===== src/rtl/tpu_seq_ctrl.sv =====
// tpu_seq_ctrl: top-level sequencer for the 8x8 output-stationary systolic array.
// A one-cycle tpu_start sweeps the input SRAM read addresses, enables the array
// through feed and drain, then steps the diagonal mux while strobing the three
// output SRAMs, and finally holds tpu_done until srst or the next start.
//
// Ports:
//   clk                      clock, rising edge
//   srst                     synchronous reset, active-high
//   tpu_start                one-cycle start pulse (ignored while busy)
//   sram_raddr_w0/w1/d0/d1   input SRAM read addresses
//   arr_clear                one-cycle accumulator clear
//   arr_en                   array shift/MAC enable
//   diag_sel                 diagonal index to the array output mux
//   sram_write_enable_a0/b0/c0  output SRAM write strobes, active-low
//   sram_waddr_a/b/c         output SRAM write addresses
//   tpu_done                 completion level
// All outputs are registered.
module tpu_seq_ctrl #(
    parameter int unsigned ARRAY_SIZE = 8,
    parameter int unsigned NUM_BATCH  = 3,
    parameter int unsigned SKEW       = 3,
    parameter int unsigned SRAM_LAT   = 1,
    parameter int unsigned DRAIN_LEN  = 15,
    parameter int unsigned RADDR_W    = 10,
    parameter int unsigned WADDR_W    = 6
) (
    input  logic               clk,
    input  logic               srst,
    input  logic               tpu_start,
    output logic [RADDR_W-1:0] sram_raddr_w0,
    output logic [RADDR_W-1:0] sram_raddr_w1,
    output logic [RADDR_W-1:0] sram_raddr_d0,
    output logic [RADDR_W-1:0] sram_raddr_d1,
    output logic               arr_clear,
    output logic               arr_en,
    output logic [3:0]         diag_sel,
    output logic               sram_write_enable_a0,
    output logic               sram_write_enable_b0,
    output logic               sram_write_enable_c0,
    output logic [WADDR_W-1:0] sram_waddr_a,
    output logic [WADDR_W-1:0] sram_waddr_b,
    output logic [WADDR_W-1:0] sram_waddr_c,
    output logic               tpu_done
);

    localparam int unsigned FEED_LEN = NUM_BATCH * ARRAY_SIZE + SKEW;
    localparam int unsigned DIAG_NUM = 2 * ARRAY_SIZE - 1;
    localparam int unsigned CNT_MAX  = (DRAIN_LEN > DIAG_NUM) ? DRAIN_LEN : DIAG_NUM;
    localparam int unsigned CNT_W    = $clog2(CNT_MAX + 1);
    localparam int unsigned DLY_W    = (SRAM_LAT > 1) ? SRAM_LAT - 1 : 1;

    typedef enum logic [2:0] {
        IDLE  = 3'd0,
        FEED  = 3'd1,
        DRAIN = 3'd2,
        WRITE = 3'd3,
        DONE  = 3'd4
    } state_t;

    state_t             state, state_nxt;
    logic [RADDR_W-1:0] rd_cnt, rd_nxt;
    logic [CNT_W-1:0]   cnt, cnt_nxt;
    logic               clear_q, clear_nxt;
    logic               en_q, en_nxt;
    logic               we_q, we_nxt;
    logic [WADDR_W-1:0] waddr_q, waddr_nxt;
    logic [3:0]         diag_q, diag_nxt;
    logic               done_q, done_nxt;
    logic               issue;
    logic               issue_dly;
    logic               in_write;

    // A read is issued in every FEED cycle.
    assign issue = (state == FEED);

    // Read-issue flag delayed so that arr_en(n) = issue(n - SRAM_LAT) once registered.
    if (SRAM_LAT > 1) begin : g_lat_pipe
        logic [DLY_W-1:0] dly;

        always_ff @(posedge clk) begin
            if (srst) begin
                dly <= '0;
            end else begin
                dly <= DLY_W'({dly, issue});
            end
        end

        assign issue_dly = dly[DLY_W-1];
    end else begin : g_lat_direct
        assign issue_dly = issue;
    end

    // State and all registered outputs.
    always_ff @(posedge clk) begin
        if (srst) begin
            state   <= IDLE;
            rd_cnt  <= '0;
            cnt     <= '0;
            clear_q <= 1'b0;
            en_q    <= 1'b0;
            we_q    <= 1'b1;
            waddr_q <= '0;
            diag_q  <= '0;
            done_q  <= 1'b0;
        end else begin
            state   <= state_nxt;
            rd_cnt  <= rd_nxt;
            cnt     <= cnt_nxt;
            clear_q <= clear_nxt;
            en_q    <= en_nxt;
            we_q    <= we_nxt;
            waddr_q <= waddr_nxt;
            diag_q  <= diag_nxt;
            done_q  <= done_nxt;
        end
    end

    // Next state, counters, and next values of the output registers.
    always_comb begin
        state_nxt = state;
        rd_nxt    = rd_cnt;
        cnt_nxt   = cnt;
        clear_nxt = 1'b0;

        case (state)
            IDLE, DONE: begin
                if (tpu_start) begin
                    state_nxt = FEED;
                    rd_nxt    = '0;
                    cnt_nxt   = '0;
                    clear_nxt = 1'b1;
                end
            end
            FEED: begin
                // Address holds at its last value through DRAIN and WRITE.
                if (rd_cnt == RADDR_W'(FEED_LEN - 1)) begin
                    state_nxt = DRAIN;
                    cnt_nxt   = '0;
                end else begin
                    rd_nxt = rd_cnt + RADDR_W'(1);
                end
            end
            DRAIN: begin
                if (cnt == CNT_W'(DRAIN_LEN - 1)) begin
                    state_nxt = WRITE;
                    cnt_nxt   = '0;
                end else begin
                    cnt_nxt = cnt + CNT_W'(1);
                end
            end
            WRITE: begin
                if (cnt == CNT_W'(DIAG_NUM - 1)) begin
                    state_nxt = DONE;
                    cnt_nxt   = '0;
                    rd_nxt    = '0;
                end else begin
                    cnt_nxt = cnt + CNT_W'(1);
                end
            end
            default: begin
                state_nxt = IDLE;
                rd_nxt    = '0;
                cnt_nxt   = '0;
            end
        endcase

        in_write  = (state_nxt == WRITE);
        we_nxt    = ~in_write;
        waddr_nxt = in_write ? WADDR_W'(cnt_nxt) : '0;
        diag_nxt  = in_write ? 4'(cnt_nxt) : 4'd0;
        done_nxt  = (state_nxt == DONE);
        en_nxt    = issue_dly | (state_nxt == DRAIN);
    end

    assign sram_raddr_w0        = rd_cnt;
    assign sram_raddr_w1        = rd_cnt;
    assign sram_raddr_d0        = rd_cnt;
    assign sram_raddr_d1        = rd_cnt;
    assign arr_clear            = clear_q;
    assign arr_en               = en_q;
    assign diag_sel             = diag_q;
    assign sram_write_enable_a0 = we_q;
    assign sram_write_enable_b0 = we_q;
    assign sram_write_enable_c0 = we_q;
    assign sram_waddr_a         = waddr_q;
    assign sram_waddr_b         = waddr_q;
    assign sram_waddr_c         = waddr_q;
    assign tpu_done             = done_q;

endmodule

===== config.mk =====
export PLATFORM = sky130hd
export DESIGN_NAME = tpu_seq_ctrl
export DESIGN_NICKNAME = d
export VERILOG_FILES = /design/src/rtl/tpu_seq_ctrl.sv
export SDC_FILE = /design/constraint.sdc
export NUM_CORES = 1
export LEC_CHECK = 0
export CAP_MARGIN = 20
export CORE_MARGIN = 3
export CORE_UTILIZATION = 45
export DETAILED_ROUTE_END_ITERATION = 8
export PLACE_DENSITY = 0.86
export SYNTH_ARGS = -nofsm -noshare
export SYNTH_HDL_FRONTEND = slang
export SYNTH_SLANG_ARGS = --single-unit
export TNS_END_PERCENT = 50

===== constraint.sdc =====
create_clock -name clk -period 4.35 [get_ports clk]
set_clock_uncertainty 0.1 [all_clocks]
set_input_delay 0.435 -clock clk [delete_from_list [all_inputs] [get_ports clk]]
set_output_delay 0.435 -clock clk [all_outputs]
set_load 0.02 [all_outputs]

### Yosys cells after proc, flatten, opt, wreduce, memory -nomap -nowiden

Cells that the tools add are included.
Widths: inputs -> output; s select.

| cells by class | value |
|---|---|
| add/sub/neg operators | 2 |
| eq/ne operators | 12 |
| reduce and logical (&&, ||, !) cells | 6 |
| muxes and demuxes | 14 |
| bitwise operators | 4 |

Operators by type and width:

| cell | count |
|---|---|
| $pmux 10 s4 | 1 |
| $mux 10 | 3 |
| $eq 3x2->1 const B | 4 |
| $mux 3 | 4 |
| $mux 4 | 3 |
| $pmux 3 s4 | 1 |
| $pmux 4 s3 | 1 |
| $add 10x1->10 const B | 1 |
| $eq 10x5->1 const B | 1 |
| $reduce_or 2->1 | 4 |
| $eq 3x3->1 const B | 2 |
| $ne 2x2->1 const B | 3 |
| $add 4x1->4 const B | 1 |
| $eq 4x4->1 const B | 1 |
| $reduce_and 4->1 | 1 |
| $eq 3x1->1 const B | 1 |
| $logic_not 3->1 | 1 |
| $not 1->1 | 3 |
| $mux 1 | 1 |
| $or 1x1->1 | 1 |

| word-level totals | value |
|---|---|
| word-level logic and storage cells | 47 |
| register bits after elaboration | 27 |
| output and inout bits | 68 |

### Logic depth before layout (Yosys ltp)

Gate-level depths: netlist (run 1).

| depth | value |
|---|---|
| word-level depth | 6 |
| mapped depth | 7 |
| mapped depth without buffers | 6 |

### Worst setup path after synthesis (run 1)

OpenSTA, ideal clock, no wires.

| timing path | value |
|---|---|
| path type | reg-to-reg |
| start point | register rd_cnt[0] (netlist: sram_raddr_d0[0]) |
| end point | register rd_cnt[6] (netlist: sram_raddr_d0[6]) |
| stages on the path, launching flop included | 8 |
| data required time | 4.179 ns |
| slack | 2.300 ns |
| buffers on the path | 1 |
| arrival time | 1.879 ns |
| cells stage by stage | dfxtp_1 -> inv_1 -> ha_1 -> nor4b_1 -> and4b_2 -> buf_6 -> or4_1 -> a21oi_1 |

| between the ends | value |
|---|---|
| cells in the longest elaborated chain, start to end | 3 |

RTL lines:

| element | RTL line | text |
|---|---|---|
| from (decl) | 61 | `logic [RADDR_W-1:0] rd_cnt, rd_nxt;` |
| from (signal assigned) | 107 | `rd_cnt <= rd_nxt;` |
| $add 10x1->10 / $eq 10x5->1 (equally long branches) | 140, 136 |  |
| $mux 10 / $ne 2x2->1 (equally long branches) | n/a |  |
| $pmux 10 s4 / $reduce_and 4->1 (equally long branches) | n/a |  |

Parallel ways exist; a longest one is shown, timed or not. The select of a mux whose other input is x is not followed.
A chain may end at the register's enable or synchronous reset.

### Worst setup path in the final report (run 1)

| timing path | value |
|---|---|
| start point | register rd_cnt[1] (netlist: sram_raddr_d0[1]) |
| end point | register we_q (netlist: sram_write_enable_a0) |

| between the ends | value |
|---|---|
| cells in the longest elaborated chain, start to end | 5 |

RTL lines:

| element | RTL line | text |
|---|---|---|
| $eq 10x5->1 | 136 | `if (rd_cnt == RADDR_W'(FEED_LEN - 1)) begin` |
| $mux 3 | 136 |  |
| $pmux 3 s4 | 125 | `case (state)` |
| $eq 3x2->1 | 167 | `in_write = (state_nxt == WRITE);` |
| $not 1->1 (no source line) | n/a |  |
| to (signal assigned) | 111 | `we_q <= we_nxt;` |
| to (decl) | 65 | `logic we_q, we_nxt;` |

Every way passes these cells.

==> results.toml, run 1 <==
[route]
drtPass1Iterations = 5
num_vias = 1303
drt_wl_total_um = 3110
drc = 0
avgViaCountPerCell = 5.30
first_iter_violations = 34
final_antenna_net_count = 0
routedWlPerCell_um = 12.7

[critical_path]
cp_top_family = "simple AND/OR/NAND/NOR gates"
cp.arrival_ps = 2300
path_class = "reg2reg"
cp-start-kind = "register"
crit_slowest_cell = "dfxtp_1"
crit_buf_inv = 0
r2r_start = "sram_raddr_d0[1]"
critPathRequiredTime_ps = 4470
startpoint = "sram_raddr_d0[1]"
worstPathMaxFanout = 13
crit_chain = "ha_1 > nor4b_1 > and4b_2 > o21bai_4 > or2_1"
endpoint_kind = "register"
max_stage_delay_ps = 540

[power]
p_leak_nw = 0.656
power_density_nw_per_um2 = 204
fin_total_pwr_mw = 0.390
peakVddDrop_mv = 0.178

[sta]
postLayoutSetupSlackWorst_ps = 2170
tns_ps = 0
setup_violations = 0
layout_min_cycle_time_ps = 2180
fmax_mhz = 458
tightest_slew_ps = 569
slew-limit-headroom_pct = 61.8
drv_slew = 0
finalHoldViolations = 0
period_share_pct = 50.2
grt_setup_unrepaired = "no"
hold-worst-slack_ps = 435

[cts]
clock_path_buffers = 2
post_cts_resized = 0
post-cts-setup-buffers = 0
cts_max_level = 1
insertion_delay_ps = 330
cts_sinks = 25
cts_tree = "yes"
clockRootBuffer = "clkbuf_4"
hold_buffers = 0
numCtsBuffers = 3
clk_pin_slew_ps = 140

[finish]
layout-drive-gt1-share_pct = 3.96
nets = 210
diodes = 0
final_common_cell = "clkdlybuf4s50_1"
layoutNonFillerInstCount = 246
area_growth_syn_to_layout_pct = 20.7
final_util_pct = 59.6
postLayoutCellArea_um2 = 1910
final_cell_mix = "clkdlybuf4s50_1 (64), dfxtp_1 (25), a21oi_1 (12)"

[global_routing]
grt_pass1_wl_um = 4910
grt_overflow = 0
grt_util_all_layers_pct = 14.1
grt_max_degree = 17
grt_pass1_vias = 1091
antenna_found_initial = 0

[floorplanning]
start_util_pct = 49.3
fp.dieH_um = 65.3
die_width_um = 65.3
rows = 20
dieArea_um2 = 4260
core_area_um2 = 3200
ioPinCount = 71

[placement]
dp_cells = 242
dpl_cell_area_um2 = 1880
io_buffers = 64
place_ws_ps = 2050
dp_hpwl_um = 2400
gp_congestion = 0.905

[yosys]
netlist_instances = 183
synth_area_per_cell_um2 = 8.64
async_flop_share_pct = 0
ys_warn_count = 0
synth.distinct_cells = 36
synth_flop_cell = "dfxtp_1"
ys_seq_area_share_pct = 31.7
ys_seq_elements = 25
synth_area_um2 = 1580
synth_edf_count = 0

[outcome]
outcome = "finished clean"

[worst_hold_path]
min-delay-start = "state[2]"
hp-class = "reg2reg"

[job]
drv_cap = 0
synthesized netlist by cell type (2+ instances only):
cell type  count  area, um^2
nor3b_1        2        15.0
or3_1          5        31.3
or2b_1         2        15.0
nor2_1         9        33.8
a211oi_1       2        15.0
nand3_1        6        30.0
a31oi_1        3        18.8
buf_4         52         390
and3_1         2        12.5
a21oi_1       12        60.1
o31ai_1        8        60.1
ha_1           4        50.1
a32oi_1        2        17.5
dfxtp_1       25         500
inv_1          5        18.8
or4_1          7        52.6
buf_6          2        22.5
nand4_1        3        18.8
o21ai_0        4        20.0
nand2_1        4        15.0
nand2b_1       2        12.5
nor3_1         8        40.0
report_power, final:
group	leakage [nW]	internal (mW)	switching [mW]
registers	0.202	0.232	0.00540
logic	0.439	0.0181	0.0298
clock network	0.0150	0.0360	0.0684
total	0.656	0.286	0.104
logic make-up (layout without fill, tap and decap cells):
logic type / Yosys count / in the layout / synth area share [%]
buffers and inverters: 59 / 73 / 27.3
adders and majority gates: 4 / 4 / 3.17
AOI/OAI and AO/OA: 35 / 35 / 15.4
DFF: 25 / 25 / 31.7
other: 1 / 6 / 0.237
xor gates and xnor gates: 2 / 2 / 1.11
and+or+nand+nor: 57 / 57 / 21.1
flip-flops by register name (all words and copies together), names as in the netlist:
register              flops
arr_en                    1
diag_sel                  4
arr_clear                 1
state                     3
sram_raddr_d0            10
cnt                       4
sram_write_enable_a0      1
tpu_done                  1
worst register-to-register path: cells and delay by family, from the launching register on:
family / cells / cell delay [ps]
adders and majority gates: 1 / 200
and+or+nand+nor: 3 / 1120
AOI/OAI and AO/OA: 1 / 110
DFF: 1 / 540
per-layer routing:
layer	track usage (%)	part of all wire (%)	routed length (um)
met2	25.0	47	1450
met5	0	0	0
met4	4.66	1.6	51
met3	2.39	8.4	263
met1	17.2	43	1350
path summary, 6_finish.rpt:
path,endpoint,slack [ps],cells past startpoint
setup / recovery,sram_write_enable_a0,2170,5
hold / removal,arr_en,430,1
setup reg to reg,sram_write_enable_a0,2170,5
hold reg to reg,arr_en,430,1
area by class of cell:
cell class / instances / area, um^2
tap: 44 / 55.1
timing repair buffer: 64 / 641
multi-input combinational: 104 / 667
clock buffer: 4 / 26.3
inverter: 5 / 18.8
fill: 312 / 1290
sequential: 25 / 500
No activity file was read; power rests on OpenSTA's default activity.
==> inputs of run 2 (changes only) <==
- CORE_UTILIZATION: 45 -> 42
- PLACE_DENSITY: 0.86 -> 0.81
- clock period: 4.35 -> 2.05 ns (I/O delays scaled with it)
==> results.toml, run 2 (same netlist as run 1, synthesis figures left out) <==
[power]
power_density_nw_per_um2 = 451
fin_total_pwr_mw = 0.914
p_leak_nw = 0.721
peakVddDrop_mv = 0.327

[cts]
insertion_delay_ps = 270
cts_max_level = 1
clock_path_buffers = 2
cts_tree = "yes"
clockRootBuffer = "clkbuf_8"
cts_sinks = 25
hold_buffers = 0
numCtsBuffers = 3
clk_pin_slew_ps = 80

[finish]
area_growth_syn_to_layout_pct = 28.1
diodes = 0
largest_reg_flops = 10
postLayoutCellArea_um2 = 2020
final_util_pct = 58.4
layout-drive-gt1-share_pct = 10.8
final_common_cell = "clkdlybuf4s50_1"
nets = 221
final_cell_mix = "clkdlybuf4s50_1 (64), dfxtp_1 (24), a21oi_1 (11), buf_4 (11), nor2_1 (9)"

[sta]
period_share_pct = 95.2
layout_min_cycle_time_ps = 1950
hold-worst-slack_ps = 436
fmax_mhz = 513
postLayoutSetupSlackWorst_ps = 98.9
drv_slew = 0
setup_violations = 0
finalHoldViolations = 0

[global_routing]
grt_max_degree = 17
grt_overflow = 0
grt_pass1_wl_um = 5360
antenna_found_initial = 0
grt_pass1_vias = 1191
grt_util_all_layers_pct = 15.5

[placement]
gp_congestion = 0.821
dp_hpwl_um = 2620
dpl_cell_area_um2 = 1970
place_ws_ps = 80.2
io_buffers = 64

[route]
routedWlPerCell_um = 13.1
drt_wl_total_um = 3390
first_iter_violations = 50
drc = 0
drtPass1Iterations = 4
num_vias = 1333
final_antenna_net_count = 0
avgViaCountPerCell = 5.15

[outcome]
outcome = "finished clean"

[critical_path]
r2r_start = "cnt[0]"
worstPathMaxFanout = 16
rrSetupSlack_ps = 100
endpoint_kind = "register"
path_class = "reg2reg"
worst-r2r-cell-count = 6
cp.arrival_ps = 2060
r2r-end = "sram_raddr_d0[8]"
cp-start-kind = "register"
critPathRequiredTime_ps = 2150

[floorplanning]
rows = 21
fp.dieH_um = 67.3
core_area_um2 = 3470
dieArea_um2 = 4530
ioPinCount = 71
die_width_um = 67.3
start_util_pct = 45.6

[worst_hold_path]
hp-class = "reg2reg"
hold_depth = 1
hold_end = "arr_en"
min-delay-start = "state[2]"

[job]
drv_cap = 0
## run 2: how the worst max path moves through the flow
stage,start,end
finish,cnt[0],sram_raddr_d0[8]
CTS,sram_raddr_d0[0],sram_write_enable_a0
detailed placement,sram_raddr_d0[0],sram_write_enable_a0
global placement,tpu_start,sram_raddr_d0[7]
global route,cnt[0],sram_raddr_d0[8]
floorplan,sram_raddr_d0[1],sram_write_enable_a0
## run 2: area by class of cell
class                      count  area, um^2
fill                         350        1440
timing repair buffer          75         723
multi-input combinational    104         678
sequential                    25         502
tap                           46        57.6
clock buffer                   4        45.0
inverter                       5        18.8
## run 2: per-stage QoR
stage | setup TNS [ps] | instances
after global routing | -47.5 | 259
after detailed placement | 0 | 255
after global placement | 0 | 255
after floorplan | 0 | 188
after CTS | 0 | 259
final | 0 | 259
## run 2: power by group
part           total, mW  switching, mW  internal (mW)
Combinational      0.125         0.0741         0.0511
Clock              0.292          0.152          0.139
Sequential         0.497        0.00504          0.492
Total              0.914          0.232          0.682
## run 2: routing by layer
layer | vias up | global-route usage [%] | share of wire [%]
li1 | 654 | - | -
met1 | 631 | 18.6 | 43
met2 | 46 | 27.0 | 50
met3 | 2 | 3.00 | 5.9
met4 | 0 | 6.08 | 0.56
met5 | - | 0 | 0
## run 2: worst max-delay path, cell delays in order (launching register included)
cell,delay (ps)
dfxtp_1,360
inv_1,70
ha_1,180
nand4_1,140
a21o_2,340
or4_1,530
a21oi_1,170
## run 2: repair_timing
action	4_1_cts	5_1_grt
buffers inserted	0	0
hold endpoints to repair	0	0
gates resized for setup	0	3
endpoints found under the setup margin	0	13
==> inputs of run 3 (changes only) <==
- SLEW_MARGIN: not set -> 20
==> results of run 3 <==
Final layout, timing and power as in run 2 (identical DEF).
==> RTL change 1: new RTL, config.mk and constraints of run 3 <==
The parameter `WADDR_W` goes from 6 to 8.
--- a/src/rtl/tpu_seq_ctrl.sv
+++ b/src/rtl/tpu_seq_ctrl.sv
@@ -24,3 +24,3 @@
     parameter int unsigned RADDR_W    = 10,
-    parameter int unsigned WADDR_W    = 6
+    parameter int unsigned WADDR_W    = 8
 ) (
Ports: changed (resized sram_waddr_a, sram_waddr_b and sram_waddr_c); port bits go from 71 to 77. The function was not compared with the original's and may differ.
==> RTL change 1 against run 3 <==
  * Fmax is 3.0% higher
  * Cell area is 0.80% higher
  * Final cell count is 1.9% higher
  * Sequential share of layout area is 0.20 points lower
  * Global-route usage is 1.3 points lower
  * Synthesized area is 2.9% higher
  * Sequential cell count stayed put
  * Worst setup slack better by 57 ps
  * Synthesized cell count is 3.3% higher
  * Sequential power hardly changed
  * Power is 0.19% lower
  * Wire length is 1.2% lower
  * Worst hold slack worse by 15 ps
  * Highest routed layer is now met3
==> RTL change 1: results (changes against run 3) <==
* Logic pwr share at 14.7% (was 13.7%)
* Share of layout cells above drive strength 1 at 10.6% (was 10.8%)
* Status: complete, no violations (unchanged)
* Gate Count Post-Synth at 189 (was 183)
* RePlAce Congestion at 0.846 (was 0.821)
* Synth Area in Compound Gates at 15.0% (was 15.4%)
* Post-Route M1 WL at 1.40 mm (was 1.46 mm)
* Routed wl met3 at 211 µm (was 201 µm)
* Routed wire length per instance at 12.7 µm (was 13.1 µm)
* Data arrival time of the critical path at 1990 ps (was 2060 ps)
* Register area share after synthesis at 30.8% (was 31.7%)
* Sw power at 235 µW (was 232 µW)
* Starting DRT DRC Count at 94 (was 50)
* Adder-cell share of the synthesized area at 3.08% (was 3.17%)
* Post-Place Setup Slack at 50.7 ps (was 80.2 ps)
* Placed insts at 260 (was 255)
* Grt met1 use at 16.9% (was 18.6%)
* Met2 routed WL at 1.74 mm (was 1.71 mm)
* First-pass GRT wire length at 5.15 mm (was 5.36 mm)
* Clock power share at 30.9% (was 31.9%)
* VDD IR max at 0.000393 V (was 0.000327 V)
* CTS HTree Levels at 1 (unchanged)
* Max Used Layer: met3 (was met4)
* Number of global-route vias before repair at 1148 (was 1191)
* Leak Pwr at 0.000739 µW (was 0.000721 µW)
* Met2 global-route usage at 23.6% (was 27.0%)
* HPWL after detailed placement at 2.63 mm (was 2.62 mm)
* P_seq at 496 µW (was 497 µW)
* Met3 usage in global routing at 3.94% (was 3.00%)
* Hold Path Depth at 2 (was 1)
[RTL change 1: cell count changes after synthesis, sizes merged]
| cell | delta |
|---|---|
| buf | +6 |
[RTL change 1: layout make-up]
type                            count  area (µm²)
Clock buffer                        3        41.3
Clock inverter                      1        5.00
Fill cell                         331        1480
Inverter                            5        18.8
Multi-Input combinational cell    110         701
Sequential cell                    25         502
Tap cell                           46        57.6
Timing Repair Buffer               74         716
[RTL change 1: worst max-delay path: stages (launching register included)]
cell and delay, ps:
dfxtp_1 350, inv_1 70, ha_1 180, nand4_1 130, a21o_2 330, or4_1 520, a21oi_1 150
[RTL change 1: final timing paths]
kind               startpoint          endpoint  slack (ps)
max                    cnt[0]  sram_raddr_d0[5]         160
min          sram_raddr_d0[2]  sram_raddr_d0[2]         420
max reg2reg            cnt[0]  sram_raddr_d0[5]         160
min reg2reg  sram_raddr_d0[2]  sram_raddr_d0[2]         420
[RTL change 1: timing repair]
action / CTS / global route
gates resized for setup: 0 / 3
endpoints found under the setup margin: 0 / 13
setup buffers: 0 / 0
==> RTL change 2: new RTL, config.mk and constraints of run 3 <==
Made on the original files. Register the output `sram_waddr_a` once more, cleared by the reset; this adds one clock of latency there. The other outputs are not delayed to match.
--- a/src/rtl/tpu_seq_ctrl.sv
+++ b/src/rtl/tpu_seq_ctrl.sv
@@ -184,3 +184,9 @@
     assign sram_write_enable_c0 = we_q;
-    assign sram_waddr_a         = waddr_q;
+    always_ff @(posedge clk) begin
+        if (srst) begin
+            sram_waddr_a <= '0;
+        end else begin
+            sram_waddr_a <= waddr_q;
+        end
+    end
     assign sram_waddr_b         = waddr_q;
Check against the original RTL: no difference found for any inputs over 10 cycles, from zero or initial values and one cycle with srst high; that may be too few to reach the edited logic, so the function may still have changed.
==> RTL change 2 against run 3 <==
  * First-iteration DRC count decreased by 28%
  * Non-clock buffer count decreased by 1
  * Final cell count increased by 6.6%
  * Worst hold slack got worse by 42 ps
  * Worst setup slack improved by 59 ps
  * Combinational power increased by 9.6%
  * Synthesized area increased by 7.4%
  * Sequential cell count increased by 4
  * Fmax increased by 3.1%
  * Power increased by 45%
  * Wire length increased by 6.2%
  * Cell area increased by 11%
  * Sequential share of layout area increased by 1.2 points
==> RTL change 2: results (changes against run 3) <==
* Tcrit/Tclk final at 92.3% (was 95.2%)
* Synth area leaders: dfxtp_1, buf_4, a21oi_1, ha_1, nor2_1 (was dfxtp_1, buf_4, a21oi_1, o31ai_1, or4_1)
* Final non-filler cell total at 276 (was 259)
* HPWL after detailed placement at 2.64 mm (was 2.62 mm)
* CTS Root Buffer Type: clkbuf_8 (unchanged)
* TritonCTS Buffers at 5 (was 3)
* First-pass GRT wire length at 5.83 mm (was 5.36 mm)
* Reg clk slew, reported paths at 60 ps (was 80 ps)
* Status: complete, no violations (unchanged)
* Number of global-route vias before repair at 1331 (was 1191)
* Starting DRT DRC Count at 36 (was 50)
* GRT Total Usage at 14.6% (was 15.5%)
* Ys Warns at 0 (unchanged)
* Gate Count Post-Synth at 192 (was 183)
* Post-Place Setup Slack at 67.6 ps (was 80.2 ps)
* Placed insts at 267 (was 255)
* Number of distinct library cells after synthesis at 44 (was 36)
* Data arrival time of the critical path at 2000 ps (was 2060 ps)
* CTS HTree Levels at 2 (was 1)
* Filler cells at 362 (was 350)
* Register area share after synthesis at 34.2% (was 31.7%)
* Layout Nets at 234 (was 221)
* Reg-to-Reg Start: cnt[0] (unchanged)
* RePlAce Congestion at 0.837 (was 0.821)
* Max reg flops at 10 (unchanged)
* Crit path max fanout at 8 (was 16)
* CTS Buffer Depth at 2 (unchanged)
* VDD IR max at 0.000321 V (was 0.000327 V)
* DR vias at 1411 (was 1333)
* Final WL at 3.60 mm (was 3.39 mm)
* Setup Buffers After CTS at 0 (unchanged)
* Commonest cells in the netlist: buf_4, dfxtp_1, a21oi_1, nor2_1, inv_1 (was buf_4, dfxtp_1, a21oi_1, nor2_1)
* Leak Pwr at 0.000805 µW (was 0.000721 µW)
* Worst reg2reg setup slack at 160 ps (was 100 ps)
* Worst hold path type: reg2reg (unchanged)
* Critical R2R Capture: sram_raddr_d0[5] (was sram_raddr_d0[8])
==> RTL change 2: changes by cell type in the layout (fill, tap and decap cells not counted), moves of 3 or more <==
cell      before  now
dfxtp_1       24   29
clkbuf_8       3    6
nor2_1         9   12
or3_1          5    2
nor2b_1        1    4
==> RTL change 2: critical path, cell delays in order (launching register included) <==
cell	delay (ps)
dfxtp_1	350
inv_1	70
ha_1	220
nand4_4	160
a21o_4	270
or4_1	480
a21oi_1	180
==> RTL change 2: worst min path at each step <==
stage | startpoint | end | slack (ps) | cells after the start
finish | diag_sel[1] | sram_waddr_a[1] | 390 | 1
global route | diag_sel[3] | sram_waddr_a[3] | 420 | 1
detailed placement | diag_sel[1] | sram_waddr_a[1] | 390 | 1
global placement | diag_sel[3] | sram_waddr_a[3] | 380 | 1
CTS | diag_sel[1] | sram_waddr_a[1] | 400 | 1
floorplan | srst | state[2] | 400 | 2
==> RTL change 2: final cells by class <==
| cell class | count | area share, % |
|---|---|---|
| clock buffer | 6 | 3.69 |
| tap | 48 | 2.68 |
| multi-input combinational | 110 | 32.9 |
| sequential | 29 | 25.9 |
| timing repair buffer | 74 | 32.0 |
| inverter | 7 | 1.17 |
| clock inverter | 2 | 1.68 |
==> RTL change 2: stage by stage <==
stage | util [%] | area, µm² | power, µW | hold WS (ps)
after global placement | 55.9 | 2110 | 721 | 381
after global routing | 59.4 | 2240 | 1370 | 423
after detailed placement | 55.9 | 2110 | 724 | 391
after floorplan | - | 1720 | 692 | 401
after CTS | 59.1 | 2230 | 1340 | 400
final | 59.4 | 2240 | 1320 | 394
==> RTL change 2: timing repair <==
| item | 4_1_cts | 5_1_grt |
|---|---|---|
| hold buffers | 0 | 0 |
| setup endpoints to repair | 0 | 2 |
| resized for setup | 0 | 1 |
==> RTL change 2: power breakdown <==
| group | total (µW) | internal (µW) | leakage (µW) | switching [µW] |
|---|---|---|---|---|
| registers | 577 | 571 | 0.000234 | 6.02 |
| logic | 137 | 56.5 | 0.000514 | 80.5 |
| clock network | 611 | 394 | 0.0000574 | 217 |
| total | 1320 | 1020 | 0.000805 | 303 |
==> RTL change 2: logic make-up after synthesis <==
group | count (synthesis) | share of synthesized area, %
multiplexers | 1 | 0.590
AO/OA/AOI/OAI | 34 | 13.6
flip-flops | 29 | 34.2
buffers and inverters | 59 | 24.2
XOR/XNOR | 1 | 0.516
AND/OR/NAND/NOR | 63 | 23.7
other | 1 | 0.221
adder cells (fa/ha/maj) | 4 | 2.95
==> RTL change 2: metal layers <==
layer | up-vias | part of all wire (%) | global-route usage (%)
met2 | 52 | 46 | 23.9
li1 | 699 | - | -
met1 | 653 | 45 | 16.8
met4 | 0 | 1.9 | 7.59
met3 | 7 | 6.3 | 4.78
met5 | - | 0 | 0
